<file path="src/rtl/trap_pkg.sv">
// rtl/trap_pkg.sv - shared types and constants for the trap sequencer
//
// Purpose: state encoding, machine-mode CSR addresses, interrupt cause codes
// and mstatus bit positions used by trap_sequencer and irq_priority_encoder.
// Ports: none (package).
package trap_pkg;

  typedef enum logic [2:0] {
    ST_IDLE        = 3'd0,
    ST_TRAP_EPC    = 3'd1,
    ST_TRAP_CAUSE  = 3'd2,
    ST_TRAP_STATUS = 3'd3,
    ST_TRAP_VECTOR = 3'd4,
    ST_MRET_STATUS = 3'd5,
    ST_MRET_EPC    = 3'd6
  } state_t;

  localparam logic [11:0] CSR_MSTATUS = 12'h300;
  localparam logic [11:0] CSR_MTVEC   = 12'h305;
  localparam logic [11:0] CSR_MEPC    = 12'h341;
  localparam logic [11:0] CSR_MCAUSE  = 12'h342;

  localparam logic [3:0] CAUSE_MSI = 4'd3;
  localparam logic [3:0] CAUSE_MTI = 4'd7;
  localparam logic [3:0] CAUSE_MEI = 4'd11;

  localparam int MSTATUS_MIE  = 3;
  localparam int MSTATUS_MPIE = 7;

  // Word-align an address (instruction fetch targets are 4-byte aligned).
  function automatic logic [31:0] align4(input logic [31:0] v);
    return {v[31:2], 2'b00};
  endfunction

endpackage

</file>
<file path="src/rtl/irq_priority_encoder.sv">
// rtl/irq_priority_encoder.sv - fixed-priority machine interrupt selector
//
// Purpose: picks the highest-priority pending, enabled interrupt.
//   Priority: external (11) > software (3) > timer (7).
// Ports:
//   i_masked_irq[2:0]  in   {MEIP, MTIP, MSIP} already ANDed with enables and MIE
//   o_irq_sel[4:0]     out  {taken, cause[3:0]}; all zero when nothing is taken
module irq_priority_encoder
  import trap_pkg::*;
(
  input  logic [2:0] i_masked_irq,
  output logic [4:0] o_irq_sel
);

  always_comb begin
    o_irq_sel = 5'b0;
    if (i_masked_irq[2]) begin
      o_irq_sel = {1'b1, CAUSE_MEI};
    end else if (i_masked_irq[0]) begin
      o_irq_sel = {1'b1, CAUSE_MSI};
    end else if (i_masked_irq[1]) begin
      o_irq_sel = {1'b1, CAUSE_MTI};
    end
  end

endmodule

</file>
<file path="src/rtl/trap_sequencer.sv">
// rtl/trap_sequencer.sv - trap/mret sequencer that owns the CSR write port
//
// Purpose: accepts interrupt, exception and mret requests at instruction
// boundaries, performs the mepc/mcause/mstatus updates one per cycle, then
// pulses a PC redirect. While idle the core's CSR port is passed through.
// Optional build macro: TRAP_SEQUENCER_VECTORED_EN (honour mtvec MODE for
// interrupts; default build always redirects to the mtvec base).
// Ports:
//   clock, reset_n                        clock, async active-low reset
//   pc, boundary                          current-boundary PC, sample strobe
//   exception_req, exception_code         synchronous exception and cause
//   mret_req                              mret executing
//   irq_external/irq_timer/irq_software   level interrupt lines
//   global_ie, irq_enable[2:0]            mstatus.MIE, mie {MEIE, MTIE, MSIE}
//   core_csr_address/write_value/enable   core CSR-instruction port
//   csr_address/write_value/write_enable  port to the CSR file
//   csr_read_value                        combinational CSR read data
//   busy                                  core stall while sequencing
//   redirect_valid, redirect_pc           one-cycle PC redirect
module trap_sequencer
  import trap_pkg::*;
#(
  parameter int XLEN = 32
) (
  input  logic            clock,
  input  logic            reset_n,
  input  logic [XLEN-1:0] pc,
  input  logic            boundary,
  input  logic            exception_req,
  input  logic [3:0]      exception_code,
  input  logic            mret_req,
  input  logic            irq_external,
  input  logic            irq_timer,
  input  logic            irq_software,
  input  logic            global_ie,
  input  logic [2:0]      irq_enable,
  input  logic [11:0]     core_csr_address,
  input  logic [31:0]     core_csr_write_value,
  input  logic            core_csr_write_enable,
  output logic [11:0]     csr_address,
  output logic [31:0]     csr_write_value,
  output logic            csr_write_enable,
  input  logic [31:0]     csr_read_value,
  output logic            busy,
  output logic            redirect_valid,
  output logic [XLEN-1:0] redirect_pc
);

  state_t          r_state;
  logic [XLEN-1:0] r_pc;
  logic [3:0]      r_code;
  logic            r_irq;

  logic [2:0]  w_masked_irq;
  logic [4:0]  w_irq_sel;
  logic        w_trap_req;
  logic [31:0] w_mstatus_rmw;
  logic [31:0] w_base;
  logic [31:0] w_trap_target;

  assign w_masked_irq = {irq_external, irq_timer, irq_software} & irq_enable & {3{global_ie}};

  irq_priority_encoder u_irq_priority_encoder (
    .i_masked_irq (w_masked_irq),
    .o_irq_sel    (w_irq_sel)
  );

  assign w_trap_req = w_irq_sel[4] | exception_req;

  always_ff @(posedge clock or negedge reset_n) begin
    if (!reset_n) begin
      r_state <= ST_IDLE;
      r_pc    <= '0;
      r_code  <= '0;
      r_irq   <= 1'b0;
    end else begin
      case (r_state)
        ST_IDLE: begin
          // An interrupt outranks a same-cycle exception, which outranks mret;
          // the losers are dropped and re-issued by the core.
          if (boundary && w_trap_req) begin
            r_pc    <= pc;
            r_irq   <= w_irq_sel[4];
            r_code  <= w_irq_sel[4] ? w_irq_sel[3:0] : exception_code;
            r_state <= ST_TRAP_EPC;
          end else if (boundary && mret_req) begin
            r_pc    <= pc;
            r_irq   <= 1'b0;
            r_code  <= 4'd0;
            r_state <= ST_MRET_STATUS;
          end
        end
        ST_TRAP_EPC:    r_state <= ST_TRAP_CAUSE;
        ST_TRAP_CAUSE:  r_state <= ST_TRAP_STATUS;
        ST_TRAP_STATUS: r_state <= ST_TRAP_VECTOR;
        ST_TRAP_VECTOR: r_state <= ST_IDLE;
        ST_MRET_STATUS: r_state <= ST_MRET_EPC;
        ST_MRET_EPC:    r_state <= ST_IDLE;
        default:        r_state <= ST_IDLE;
      endcase
    end
  end

  // mstatus read-modify-write happens in one cycle because the read is
  // combinational; only MIE/MPIE change, every other bit is written back.
  always_comb begin
    w_mstatus_rmw = csr_read_value;
    if (r_state == ST_TRAP_STATUS) begin
      w_mstatus_rmw[MSTATUS_MPIE] = csr_read_value[MSTATUS_MIE];
      w_mstatus_rmw[MSTATUS_MIE]  = 1'b0;
    end else if (r_state == ST_MRET_STATUS) begin
      w_mstatus_rmw[MSTATUS_MIE]  = csr_read_value[MSTATUS_MPIE];
      w_mstatus_rmw[MSTATUS_MPIE] = 1'b1;
    end
  end

  assign w_base = align4(csr_read_value);

`ifdef TRAP_SEQUENCER_VECTORED_EN
  // Vectored mode applies to interrupts only; exceptions land on the base.
  assign w_trap_target = (r_irq && csr_read_value[0]) ? (w_base + {26'b0, r_code, 2'b00}) : w_base;
`else
  assign w_trap_target = w_base;
`endif

  // Port drive is decoded from the state register; pass-through is gated
  // off while reset is asserted so the CSR file sees no traffic.
  always_comb begin
    csr_address      = 12'h000;
    csr_write_value  = 32'h0;
    csr_write_enable = 1'b0;
    redirect_valid   = 1'b0;
    redirect_pc      = '0;
    if (reset_n) begin
      case (r_state)
        ST_IDLE: begin
          csr_address      = core_csr_address;
          csr_write_value  = core_csr_write_value;
          csr_write_enable = core_csr_write_enable;
        end
        ST_TRAP_EPC: begin
          csr_address      = CSR_MEPC;
          csr_write_value  = align4(r_pc);
          csr_write_enable = 1'b1;
        end
        ST_TRAP_CAUSE: begin
          csr_address      = CSR_MCAUSE;
          csr_write_value  = {r_irq, 27'b0, r_code};
          csr_write_enable = 1'b1;
        end
        ST_TRAP_STATUS, ST_MRET_STATUS: begin
          csr_address      = CSR_MSTATUS;
          csr_write_value  = w_mstatus_rmw;
          csr_write_enable = 1'b1;
        end
        ST_TRAP_VECTOR: begin
          csr_address    = CSR_MTVEC;
          redirect_valid = 1'b1;
          redirect_pc    = w_trap_target;
        end
        ST_MRET_EPC: begin
          csr_address    = CSR_MEPC;
          redirect_valid = 1'b1;
          redirect_pc    = w_base;
        end
        default: ;
      endcase
    end
  end

  assign busy = (r_state != ST_IDLE);

endmodule

</file>
<file path="config.mk">
export PLATFORM = sky130hd
export DESIGN_NAME = trap_sequencer
export DESIGN_NICKNAME = d
export VERILOG_FILES = /design/src/rtl/trap_pkg.sv /design/src/rtl/irq_priority_encoder.sv /design/src/rtl/trap_sequencer.sv
export SDC_FILE = /design/constraint.sdc
export NUM_CORES = 1
export LEC_CHECK = 0
export ABC_AREA = 1
export BUFFER_PORTS_ARGS = -buffer_cell sky130_fd_sc_hd__buf_2
export CAP_MARGIN = 20
export CELL_PAD_IN_SITES_DETAIL_PLACEMENT = 1
export CELL_PAD_IN_SITES_GLOBAL_PLACEMENT = 2
export CORE_MARGIN = 4
export CORE_UTILIZATION = 20
export CTS_CLUSTER_DIAMETER = 40
export CTS_CLUSTER_SIZE = 30
export DETAILED_ROUTE_END_ITERATION = 12
export PLACE_DENSITY_LB_ADDON = 0.1
export SETUP_SLACK_MARGIN = 0.1
export SYNTH_ARGS = -nofsm -noshare
export SYNTH_HDL_FRONTEND = slang
export SYNTH_SLANG_ARGS = --single-unit
export TNS_END_PERCENT = 50
</file>
<file path="constraint.sdc">
create_clock -name clock -period 2.2 [get_ports clock]
set_input_delay 0.11 -clock clock [delete_from_list [all_inputs] [get_ports clock]]
set_output_delay 0.11 -clock clock [all_outputs]
set_load 0.05 [all_outputs]
</file>
Word level (Yosys, flattened, before mapping)
Cells that the tools add are included.
{ "totals": {"latchBits": 0, "reg_bits": 40, "n_memories": 0, "rom_bits": 0, "elab_cells": 51, "output_inout_bits": 79, "in_bits": 125, "ramBits": 0} }
{ "classes": {"n_reduce_logical": 10, "bitwise_logic": 3, "add_sub_neg": 0, "multipliers": 0, "n_shift": 0, "order_cmp": 0, "eq_ne": 7, "muxes": 27, "n_div": 0} }
{ "ops": {"columns": ["operator", "count"], "rows": [
  ["32-bit 2-to-1 mux", 5],
  ["32-bit case mux with 4 select lines", 1],
  ["12-bit case mux with 5 select lines", 1],
  ["5-bit 2-to-1 mux", 3],
  ["3-bit case mux with 5 select lines", 1],
  ["12-bit 2-to-1 mux", 1],
  ["4-bit 2-to-1 mux", 3],
  ["3-bit equality test, second input constant", 3],
  ["1-bit 2-to-1 mux", 9],
  ["3-bit AND", 2],
  ["3-bit by 2-bit equality test with 1-bit output, second input constant", 2],
  ["3-bit 2-to-1 mux", 2],
  ["2-bit OR reduction", 3],
  ["4-bit OR reduction", 1],
  ["3-bit by 1-bit equality test with 1-bit output, second input constant", 1],
  ["3-bit zero test", 1],
  ["3-bit != test, second input constant", 1],
  ["3-bit nonzero test", 1],
  ["1-bit logical AND", 2],
  ["1-bit case mux with 2 select lines", 1],
  ["2-bit AND reduction", 1],
  ["2-bit nonzero test", 1],
  ["1-bit bitwise OR", 1]
]} }

Depth between registers and ports, before layout
{ "depth": {"word_depth": 9, "ltp_mapped": 10, "depth_no_buf": 9} }

Cells and area by module
A second synthesis with hierarchy kept.
{ "unflattened": {"hier_cells": 511, "area_unflattened_um2": 3020.4} }
{ "by_module_without_submodules": {"columns": ["module", "seq_area_each_um2", "cells_each", "instances", "area_each_um2"], "rows": [
  ["trap_sequencer", 950.9, 503, 1, 2976.6],
  ["irq_priority_encoder", 0.0, 8, 1, 43.8]
]} }

Worst setup path after synthesis
OpenSTA, ideal clock, no wires.
{ "synth_path": {"path_type": "register to output", "startpoint": "register r_state[0]", "endpoint": "output port csr_write_value[10]", "slack_ns": 0.139, "required_ns": 2.090, "t_arrival_ns": 1.951, "path_buffers": 2, "path_stages_with_launch": 8, "cell_sequence": "dfrtp_1 -> nor2_2 -> inv_2 -> nor2_8 -> buf_6 -> buf_6 -> nand2_1 -> a31oi_1"} }
{ "synth_between": {"elab_chain_cells": 4, "word_cells_on_any_way": 8, "classes_between": "eq/ne: 4; mux: 2; reduce/logical: 2"} }
{ "synth_lines": {"columns": ["item", "line_no", "source"], "rows": [
  ["start: declaration", "trap_sequencer.sv:49", "state_t r_state;"],
  ["start signal: assignment", "trap_sequencer.sv:72", "r_state <= ST_IDLE;"],
  ["start signal: assignment", "trap_sequencer.sv:85", "r_state <= ST_TRAP_EPC;"],
  ["start signal: assignment", "trap_sequencer.sv:90", "r_state <= ST_MRET_STATUS;"],
  ["3-bit by 2-bit equality test with 1-bit output or 3-bit equality test (tied branches)", "trap_sequencer.sv:135", "case (r_state)"],
  ["2-bit OR reduction", "trap_sequencer.sv:135", null],
  ["32-bit case mux with 4 select lines *", "trap_sequencer.sv:135", null],
  ["32-bit 2-to-1 mux *", "trap_sequencer.sv:134", "if (reset_n) begin"],
  ["end: declaration", "trap_sequencer.sv:41", "output logic [31:0] csr_write_value,"]
]} }
Every way passes the cells marked *; elsewhere a longest branch is shown, timed or not.

Worst setup path in the final report
{ "layout_path": {"startpoint": "register r_state[0]", "endpoint": "output port csr_address[6]"} }
{ "layout_between": {"elab_chain_cells": 4, "word_cells_on_any_way": 11, "classes_between": "eq/ne: 6; mux: 2; reduce/logical: 3"} }
{ "layout_lines": {"columns": ["item", "line_no", "source"], "rows": [
  ["3-bit equality test (tied with other cells)", "trap_sequencer.sv:135", null],
  ["2-bit OR reduction, on equally long branches", null, null],
  ["12-bit case mux with 5 select lines *", "trap_sequencer.sv:135", null],
  ["12-bit 2-to-1 mux *", "trap_sequencer.sv:134", null],
  ["end: declaration", "trap_sequencer.sv:40", "output logic [11:0] csr_address,"]
]} }
Marks and branches as above.

==> flow_summary.yaml <==
sta:
  hold_viol: 0
  slew_headroom_pct: 52.34
  setup_tns_ps: 0
  min_period_ps: 2014
  slew_viol_final: 0
  tightest_slew_ps: 713.9
  rsz0062_at_grt: "yes"
  setup_viol: 0
  fin_crit_sh_pct: 91.55
  max_freq_mhz: 496.5
  finClkSkew_ps: 6.769
place:
  gp_congestion: 0.7510
  numPlacedInstances: 811
  portBuffers: 199
  post-dp-hpwl_mm: 9.362
layout:
  syn_to_final_growth_pct: 50.76
  fin_cells: 819
  fillerInstances: 1786
  final_util_pct: 31.18
  final_nets: 768
  seqCellArea_um2: 953.4
  multi_input_area_um2: 1575
  final_cell_mix: "nand2_1, buf_2, nor2_1"
  layout-drive-gt1-share_pct: 36.08
  final_common_cell: "nand2_1"
  insertedDiodeCount: 0
floorplanning:
  die_area_um2: 15860
  row_count: 42
  die_w_um: 126.0
  coreArea_um2: 13450
  die_h_um: 126.0
  ios: 204
  start_util_pct: 20.68
routing:
  num_vias: 3570
  viasPerCell: 4.359
  wl_mm: 12.35
  ant_nets: 0
  wl_per_cell_um: 15.08
  drcViolationCount: 0
  firstDrtPassIters: 4
  drt_iter0_drc: 84
critical_path:
  crit_path_cell_trace: "nor2_2, inv_2, nor2_8, buf_12, nand2_1, a41oi_1, buf_4"
  end_kind: "primary output"
  worstPathArrival_ps: 1900
  slowest_stage: "dfrtp_2"
  critPathKind: "reg -> out"
  cp.required_ps: 2090
  crit_fanout: 40
  cp_slowest_stage_delay_ps: 450
  start_kind: "flop"
power_and_ir_drop:
  p_total_mw: 5.829
  vdd_drop_max_mv: 0.4786
  pwr-share-clk_pct: 11.6
  leakagePower_nw: 2.322
  p_int_mw: 2.532
  p_sw_mw: 3.296
  p_comb_share_pct: 67.4
  sw_frac_of_total_pct: 56.56
  seq_power_share_pct: 21.1
  power_density_nw_per_um2: 1389
clocking:
  root_buffer: "clkbuf_16"
  clockBufferDepth: 2
  clkTransAtPathRegs_ps: 60
  cts_num_sinks: 38
  ctsHtreeMaxLevel: 2
  numCtsBuffers: 5
  clk_latency_ps: 270
  cts_tree: "done"
  cts_setup_buffers: 0
run:
  max_cap_viol_count: 0
synthesis:
  syn_avg_cell_area_um2: 6.129
  synth.distinct_cells: 24
  syn_area_um2: 2783
  seq_area_frac_synth_pct: 34.17
  synth_top_area_share_pct: 34.17
  synthTopCellsByArea: "dfrtp_1, nand2_1, nand3_1, a31oi_1, nor2_1"
  yosys_warnings: 0
  ys_seq_elements: 38
  synthCells: 454
  synth_top_area_cell: "dfrtp_1"
grt:
  grt_antenna_before_repair: 1
  grt_pass1_wl_mm: 19.92
  track_usage_pct: 15.28
  grt_overflow: 0
  grt_max_degree: 41
  grt_pass1_vias: 3857
status:
  status: "finished, final reports clean"
min_path:
  min_path_type: "in -> reg"
-- worst max-delay path: cells and delay by family, from the launching register on --
| family | cells | cell delay, ps |
|---|---|---|
| buf+inv | 3 | 560 |
| simple gates | 3 | 380 |
| compound gates | 1 | 220 |
| flops | 1 | 450 |
-- layer usage --
layer | track usage (%) | routed length (µm) | up-vias
met2 | 28.08 | 6047 | 119
li1 | - | - | 1809
met3 | 3.726 | 853 | 8
met4 | 2.524 | 97 | 2
met1 | 18.27 | 5333 | 1632
met5 | 0 | 20 | -
-- worst paths after layout --
| path | startpoint | endpoint | slack (ps) | cells after the start |
|---|---|---|---|---|
| min in group asynchronous | reset_n | r_state[1] | 460 | 3 |
| max in group asynchronous | reset_n | r_state[0] | 1450 | 3 |
| setup reg to reg | r_state[0] | r_pc[7] | 520 | 7 |
| setup / recovery | r_state[0] | csr_address[6] | 190 | 7 |
| hold reg to reg | r_pc[8] | r_pc[8] | 470 | 2 |
| hold / removal | pc[26] | r_pc[26] | 60 | 3 |
-- final cells by class --
| class | count | area share [%] |
|---|---|---|
| Multi-Input combinational cell | 361 | 37.55 |
| Timing Repair Buffer | 213 | 29.17 |
| Sequential cell | 38 | 22.73 |
| Tap cell | 176 | 5.249 |
| Clock buffer | 7 | 3.161 |
| Inverter | 24 | 2.147 |
-- power by group through the flow --
stage	registers, mW	clock network [mW]	logic, mW
after floorplan	1.17	0	2.89
after CTS	1.23	0.703	3.94
final	1.23	0.676	3.93
after detailed placement	1.23	0	3.92
after global routing	1.27	0.727	4.31
after global placement	1.22	0	3.86
-- sequential cells by signal, summed over array words and instances (netlist names) --
name and cells:
r_code 4, r_irq 1, r_pc 30, r_state 3
-- cell usage after synthesis --
cell type / number
a31oi_1: 29
a41oi_1: 2
nor2_1: 46
clkbuf_1: 4
nand2_2: 3
o21a_1: 1
nor2_2: 3
o21ai_1: 1
conb_1: 1
nand3_1: 43
nand2_1: 217
nand4_1: 1
o211ai_1: 2
dfrtp_1: 38
nand2_4: 1
o21ai_0: 3
nor3_1: 3
inv_1: 21
a21oi_1: 3
inv_2: 3
buf_4: 6
buf_2: 19
nor2_8: 1
buf_6: 3
-- per-stage QoR --
stage,instance area (µm²),hold slack [ps],worst slack (ps)
2_1_floorplan,2786,-185.6,139.0
3_3_place_gp,3965,200.8,234.9
3_5_place_dp,3965,202.3,274.3
4_1_cts,4120,55.09,63.68
5_1_grt,4195,64.12,34.62
6_report,4195,61.21,185.9
-- logic make-up after synthesis --
kind of cell | count (synthesis) | synth area share, %
flops | 38 | 34.17
simple gates | 318 | 46.45
other cells | 1 | 0.1348
compound gates | 41 | 9.217
buf+inv | 56 | 10.03
-- what timing repair did --
| action | in CTS | in global routing |
|---|---|---|
| resized for setup | 3 | 38 |
| endpoints found under the hold margin | 38 | 0 |
| setup endpoints to repair | 18 | 41 |
| hold buffers | 1 | 0 |
| pin swaps | 0 | 0 |
No activity file was read; power rests on OpenSTA's default activity.
